===== config.mk =====
export PLATFORM = sky130hd
export DESIGN_NAME = time_ascii_sender
export DESIGN_NICKNAME = d
export VERILOG_FILES = /design/src/rtl/time_ascii_sender.sv
export SDC_FILE = /design/constraint.sdc
export NUM_CORES = 1
export LEC_CHECK = 0
export BUFFER_PORTS_ARGS = -buffer_cell sky130_fd_sc_hd__buf_2
export CAP_MARGIN = 25
export CORE_MARGIN = 2
export CORE_UTILIZATION = 45
export DETAILED_ROUTE_END_ITERATION = 6
export PLACE_DENSITY_LB_ADDON = 0.08
export SLEW_MARGIN = 20
export SYNTH_ARGS = -nofsm -noshare
export SYNTH_HDL_FRONTEND = slang
export SYNTH_SLANG_ARGS = --single-unit
export TNS_END_PERCENT = 5

===== constraint.sdc =====
create_clock -name clk -period 5.53 [get_ports clk]
set_input_delay 0.8295 -clock clk [delete_from_list [all_inputs] [get_ports clk]]
set_output_delay 0.8295 -clock clk [all_outputs]
set_load 0.005 [all_outputs]

===== src/rtl/time_ascii_sender.sv =====
// time_ascii_sender: serialises a snapshot of hour/min/sec/centisecond
// inputs as the ASCII frame "HH:MM:SS.CC" towards a byte-wide UART
// transmitter. Each character uses a start/busy handshake. CHAR_GAP idle
// cycles are inserted between characters.
// Optional feature macro: TIME_SENDER_CRLF_EN appends CR LF to the frame.
module time_ascii_sender #(
  parameter int unsigned CHAR_GAP = 0
) (
  input  logic       clk,
  input  logic       rst,
  input  logic       i_send,
  input  logic [6:0] msec,
  input  logic [5:0] sec,
  input  logic [5:0] min,
  input  logic [4:0] hour,
  input  logic       i_tx_busy,
  output logic       o_tx_start,
  output logic [7:0] o_tx_data,
  output logic       o_busy,
  output logic       o_done
);

`ifdef TIME_SENDER_CRLF_EN
  localparam int unsigned FRAME_LEN = 13;
`else
  localparam int unsigned FRAME_LEN = 11;
`endif
  localparam logic [3:0]  LAST_IDX  = 4'(FRAME_LEN - 1);
  localparam int unsigned GAP_LAST  = (CHAR_GAP == 0) ? 0 : CHAR_GAP - 1;

  typedef enum logic [2:0] {
    S_IDLE,
    S_LOAD,
    S_SEND,
    S_WAIT_ACK,
    S_WAIT_DONE,
    S_GAP,
    S_DONE
  } state_t;

  state_t      state_q, state_d;
  logic [3:0]  idx_q,   idx_d;
  logic [31:0] gap_q,   gap_d;
  logic [4:0]  hour_q,  hour_d;
  logic [5:0]  min_q,   min_d;
  logic [5:0]  sec_q,   sec_d;
  logic [6:0]  msec_q,  msec_d;
  logic [7:0]  data_q,  data_d;
  logic        load_chr;
  logic [7:0]  nxt_chr;

  // Field values above 99 are shown as "99".
  function automatic logic [6:0] clamp99(input logic [6:0] v);
    return (v > 7'd99) ? 7'd99 : v;
  endfunction

  function automatic logic [7:0] tens_chr(input logic [6:0] v);
    logic [6:0] c;
    c = clamp99(v);
    return 8'h30 + {1'b0, c / 7'd10};
  endfunction

  function automatic logic [7:0] ones_chr(input logic [6:0] v);
    logic [6:0] c;
    c = clamp99(v);
    return 8'h30 + {1'b0, c % 7'd10};
  endfunction

  // Character lookup for the index about to be presented on o_tx_data.
  always_comb begin
    nxt_chr = 8'h00;
    case (idx_d)
      4'd0:    nxt_chr = tens_chr({2'b00, hour_q});
      4'd1:    nxt_chr = ones_chr({2'b00, hour_q});
      4'd2:    nxt_chr = 8'h3A;
      4'd3:    nxt_chr = tens_chr({1'b0, min_q});
      4'd4:    nxt_chr = ones_chr({1'b0, min_q});
      4'd5:    nxt_chr = 8'h3A;
      4'd6:    nxt_chr = tens_chr({1'b0, sec_q});
      4'd7:    nxt_chr = ones_chr({1'b0, sec_q});
      4'd8:    nxt_chr = 8'h2E;
      4'd9:    nxt_chr = tens_chr(msec_q);
      4'd10:   nxt_chr = ones_chr(msec_q);
`ifdef TIME_SENDER_CRLF_EN
      4'd11:   nxt_chr = 8'h0D;
      4'd12:   nxt_chr = 8'h0A;
`endif
      default: nxt_chr = 8'h00;
    endcase
  end

  // Frame sequencing: next state, index/gap bookkeeping and strobes.
  always_comb begin
    state_d    = state_q;
    idx_d      = idx_q;
    gap_d      = gap_q;
    hour_d     = hour_q;
    min_d      = min_q;
    sec_d      = sec_q;
    msec_d     = msec_q;
    load_chr   = 1'b0;
    o_tx_start = 1'b0;
    o_busy     = 1'b0;
    o_done     = 1'b0;
    unique case (state_q)
      S_IDLE: begin
        if (i_send) begin
          state_d = S_LOAD;
          idx_d   = '0;
          hour_d  = hour;
          min_d   = min;
          sec_d   = sec;
          msec_d  = msec;
        end
      end
      S_LOAD: begin
        o_busy   = 1'b1;
        load_chr = 1'b1;
        state_d  = S_SEND;
      end
      S_SEND: begin
        o_busy = 1'b1;
        if (!i_tx_busy) begin
          o_tx_start = 1'b1;
          state_d    = S_WAIT_ACK;
        end
      end
      S_WAIT_ACK: begin
        o_busy = 1'b1;
        if (i_tx_busy) state_d = S_WAIT_DONE;
      end
      S_WAIT_DONE: begin
        o_busy = 1'b1;
        if (!i_tx_busy) begin
          if (idx_q == LAST_IDX) begin
            state_d = S_DONE;
          end else begin
            idx_d    = idx_q + 4'd1;
            load_chr = 1'b1;
            if (CHAR_GAP == 0) begin
              state_d = S_SEND;
            end else begin
              state_d = S_GAP;
              gap_d   = '0;
            end
          end
        end
      end
      S_GAP: begin
        o_busy = 1'b1;
        if (gap_q == GAP_LAST) state_d = S_SEND;
        else                   gap_d   = gap_q + 32'd1;
      end
      S_DONE: begin
        o_done  = 1'b1;
        state_d = S_IDLE;
      end
      default: state_d = S_IDLE;
    endcase
    // Reset masks the strobes in the reset cycle itself so an abort emits nothing more.
    if (rst) begin
      o_tx_start = 1'b0;
      o_busy     = 1'b0;
      o_done     = 1'b0;
    end
  end

  // Outgoing byte register: reloaded only when the character index moves.
  always_comb begin
    data_d = load_chr ? nxt_chr : data_q;
  end

  assign o_tx_data = data_q;

  // State, index, gap counter, snapshot and data registers.
  always_ff @(posedge clk) begin
    if (rst) begin
      state_q <= S_IDLE;
      idx_q   <= '0;
      gap_q   <= '0;
      hour_q  <= '0;
      min_q   <= '0;
      sec_q   <= '0;
      msec_q  <= '0;
      data_q  <= '0;
    end else begin
      state_q <= state_d;
      idx_q   <= idx_d;
      gap_q   <= gap_d;
      hour_q  <= hour_d;
      min_q   <= min_d;
      sec_q   <= sec_d;
      msec_q  <= msec_d;
      data_q  <= data_d;
    end
  end

endmodule


==> results.py <==
metrics = {
    "route": {
        "dr.max_layer_used": "met4",
        "drc": 0,
        "drtIter0Drc": 475,
        "viasPerCell": 6.01,
        "dr_wl_met3_um": 689,
        "wl_met2_mm": 6.66,
        "m1WireLength_mm": 6.35,
        "ant_nets": 0,
        "drt-pass1-iter-count": 5,
        "vias": 5417,
        "avgRoutedWirePerCell_um": 15.8,
        "routed_wl_mm": 14.3,
    },
    "pwr": {
        "pwr-share-seq": 0.368,
        "p_sw_mw": 0.503,
        "comb_power_share": 0.246,
        "p_sw_frac": 0.326,
        "intPower_mw": 1.04,
        "clockPowerShare": 0.385,
        "power_density_nw_per_um2": 261,
        "p_leak_nw": 2.22,
        "peakVddDrop_mv": 0.188,
    },
    "floorplanning": {
        "dieHeight_um": 113,
        "initial_core_util": 0.467,
        "io_pins": 39,
        "fp.dieArea_um2": 12800,
        "chipWidth_um": 113,
        "core_um2": 11500,
        "rows": 39,
    },
    "critical_path": {
        "cp_data_arrival_time_ns": 5.39,
        "worstSetupPathType": "register to register",
        "setup.worst_path.end_class": "register",
        "worstSetupStartpointType": "register",
        "cp_max_fo": 14,
        "worstPathRequired_ns": 5.77,
    },
    "clocking": {
        "cts_buffers": 9,
        "cts_tree": "built",
        "clk_latency_ns": 0.34,
        "cts_hold_buffers": 0,
        "clk_pin_slew_ns": 0.07,
        "clockRootBuffer": "clkbuf_16",
        "cts_max_level": 3,
        "clock_sinks": 71,
        "cts_buffer_depth": 2,
        "postCtsSetupBuffers": 0,
    },
    "synth": {
        "synth-edff-count": 0,
        "synth_area_um2": 5380,
        "yosys.area_share.simple": 0.294,
        "synth_ff_type": "dfxtp_1",
        "syn_inst": 744,
        "avgSynthCellArea_um2": 7.23,
        "synthArstFlopShare": 0,
        "ys_seq_elements": 71,
        "yosysTopAreaCellShare": 0.264,
        "synthDistinctLibCells": 81,
        "synth_area_leader_cell": "dfxtp_1",
        "ys.warnings.count": 0,
        "yosysSeqAreaShare": 0.264,
        "synth_top_family_by_area": "simple AND/OR/NAND/NOR gates",
        "synth_fa_ha_area_frac": 0.0396,
        "synthTopCellsByArea": "dfxtp_1 26%, nand2_1 7.0%, a21oi_1 6.6%",
        "synthMuxAreaShare": 0.0242,
        "synth-compound-area-share": 0.266,
        "synth_xor_area_frac": 0.0538,
        "syn_nets": 789,
    },
    "final_layout": {
        "diodes": 0,
        "area_growth_pct": 9.89,
        "drive_gt1_frac": 0.109,
        "final.fill_count": 1143,
        "final_design_area_no_fill_um2": 5910,
        "nets": 798,
    },
    "place": {
        "post-dp-hpwl_mm": 10.3,
        "post_dp_cell_area_um2": 5580,
        "gp_congestion": 0.909,
        "dp_slack_ns": 0.258,
        "io_buffers": 38,
    },
    "sta": {
        "setup_ws_ns": 0.379,
        "period_share": 0.931,
        "slew_headroom": 0.376,
        "hold_viol": 0,
        "rsz0062_at_grt": "no",
        "finalMaxSlewViolations": 0,
        "tns_ns": 0,
        "min_period_ns": 5.15,
        "skew_ns": 0.0125,
        "fmax_mhz": 194,
        "tightest_slew_ns": 0.936,
        "finalSetupViolCount": 0,
    },
    "global_route": {
        "grt_usage": 0.226,
        "grt_first_pass_wirelength_mm": 23.8,
        "grt_overflow_total": 0,
        "grt_max_degree": 69,
        "antenna_found_initial": 0,
        "grt_pass1_vias": 5080,
    },
    "job": {
        "max-cap-violations": 0,
    },
    "outcome": {
        "status": "completed",
    },
    "min_path": {
        "hold_path_class": "register to register",
    },
}
## synthesized netlist by cell type (3+ instances only)
cell type and number:
or2_2 6, a32oi_1 4, a221o_1 3, a21o_1 4
nand2_1 100, nand4b_1 3, ha_1 17, a221oi_1 5
and2_1 7, o211ai_1 7, o21ai_0 35, a22oi_1 5
o2111a_1 3, inv_1 32, buf_2 10, nand2b_1 8
nand4_1 8, o21ai_1 6, mux2i_1 13, a31oi_1 8
nor2_1 78, dfxtp_1 71, nor2b_1 11, xnor2_1 20
a211o_1 7, nand3_1 21, or3_1 16, and3_1 8
a211oi_1 7, a21oi_1 71, nor4_1 13, xor2_1 13
a2111oi_0 4, o31ai_1 6, a221oi_2 3, o22ai_1 5
nor3_1 22, clkbuf_1 33
## power by group through the flow
stage | Combinational (mW) | Clock, mW | Sequential (mW)
floorplan | 0.314 | 0 | 0.554
finish | 0.379 | 0.594 | 0.568
detailed placement | 0.370 | 0 | 0.578
global placement | 0.365 | 0 | 0.577
global route | 0.424 | 0.623 | 0.572
CTS | 0.374 | 0.607 | 0.567
## cell usage in the layout (no fill, tap or decap), drive strengths merged, types with 4 or more instances in the layout
| master | instances |
|---|---|
| nand2 | 100 |
| nor2 | 78 |
| a21oi | 71 |
| dfxtp | 71 |
| buf | 44 |
| o21ai | 41 |
| inv | 33 |
| nor3 | 23 |
| nand3 | 21 |
| xnor2 | 20 |
| ha | 17 |
| or3 | 17 |
| nor4 | 14 |
| xor2 | 13 |
| mux2i | 13 |
| nor2b | 11 |
| clkbuf | 10 |
| nand2b | 8 |
| a31oi | 8 |
| and3 | 8 |
| nand4 | 8 |
| or2 | 8 |
| a221oi | 8 |
| and2 | 7 |
| a211o | 7 |
| a211oi | 7 |
| o211ai | 7 |
| o31ai | 6 |
| o22ai | 6 |
| a2111oi | 6 |
| a22oi | 5 |
| a21o | 4 |
| a32oi | 4 |
| clkinv | 4 |
## registers in the layout, summed over array words and instances (netlist names)
register	cells
gap_q	32
hour_q	5
idx_q	4
min_q	6
msec_q	7
o_tx_data	8
sec_q	6
state_q	3
## critical path: stages (launching register included)
cell	delay (ns)
dfxtp_2	0.46
nand2_1	0.16
and2_1	0.19
ha_1	0.27
nand4b_1	0.19
o21ai_0	0.14
ha_1	0.27
or2_2	0.33
o22ai_2	0.19
mux2i_2	0.38
nand3_1	0.17
a211o_1	0.36
xnor2_1	0.28
ha_1	0.30
a221oi_2	0.08
nor4_4	0.46
a211o_1	0.19
nand4_1	0.16
xor2_1	0.21
a32o_1	0.25
## stage by stage
stage          hold WS, ns  std cells  power [mW]  utilization
5_1_grt              0.504        901        1.62        0.513
6_report             0.468        901        1.54        0.513
4_1_cts              0.473        899        1.55        0.511
2_1_floorplan        0.445        744       0.867            -
3_5_place_dp         0.462        883       0.949        0.485
3_3_place_gp         0.451        883       0.942        0.485
## layer usage
layer  track usage  vias up
li1              -     2705
met1         0.279     2514
met2         0.377      162
met3        0.0364       36
met4         0.125        0
met5             0        -
## logic make-up after synthesis
family / count (synthesis)
adder cells (fa/ha/maj): 17
AND/OR/NAND/NOR: 320
XOR/XNOR: 33
flip-flops: 71
buffers and inverters: 78
multiplexers: 13
AO/OA/AOI/OAI: 212
## final timing paths
check / startpoint / endpoint / slack, ns / cells past startpoint
setup / recovery: msec_q[5] / o_tx_data[6] / 0.38 / 19
hold / removal: o_tx_data[6] / o_tx_data[6] / 0.47 / 1
setup reg to reg: msec_q[5] / o_tx_data[6] / 0.38 / 19
hold reg to reg: o_tx_data[6] / o_tx_data[6] / 0.47 / 1
## final cells by class
type | count | area (µm²) | area share
Multi-Input combinational cell | 595 | 3640 | 0.617
Sequential cell | 71 | 1420 | 0.241
Timing Repair Buffer | 44 | 243 | 0.0411
Clock buffer | 10 | 229 | 0.0388
Tap cell | 143 | 179 | 0.0303
Inverter | 32 | 120 | 0.0203
Clock inverter | 6 | 70.1 | 0.0119
## repair_timing
item                       CTS  global route
hold endpoints to repair     0             0
setup endpoints to repair    0             4
gates resized for setup      0             2
(Power assumes the default switching activity.)
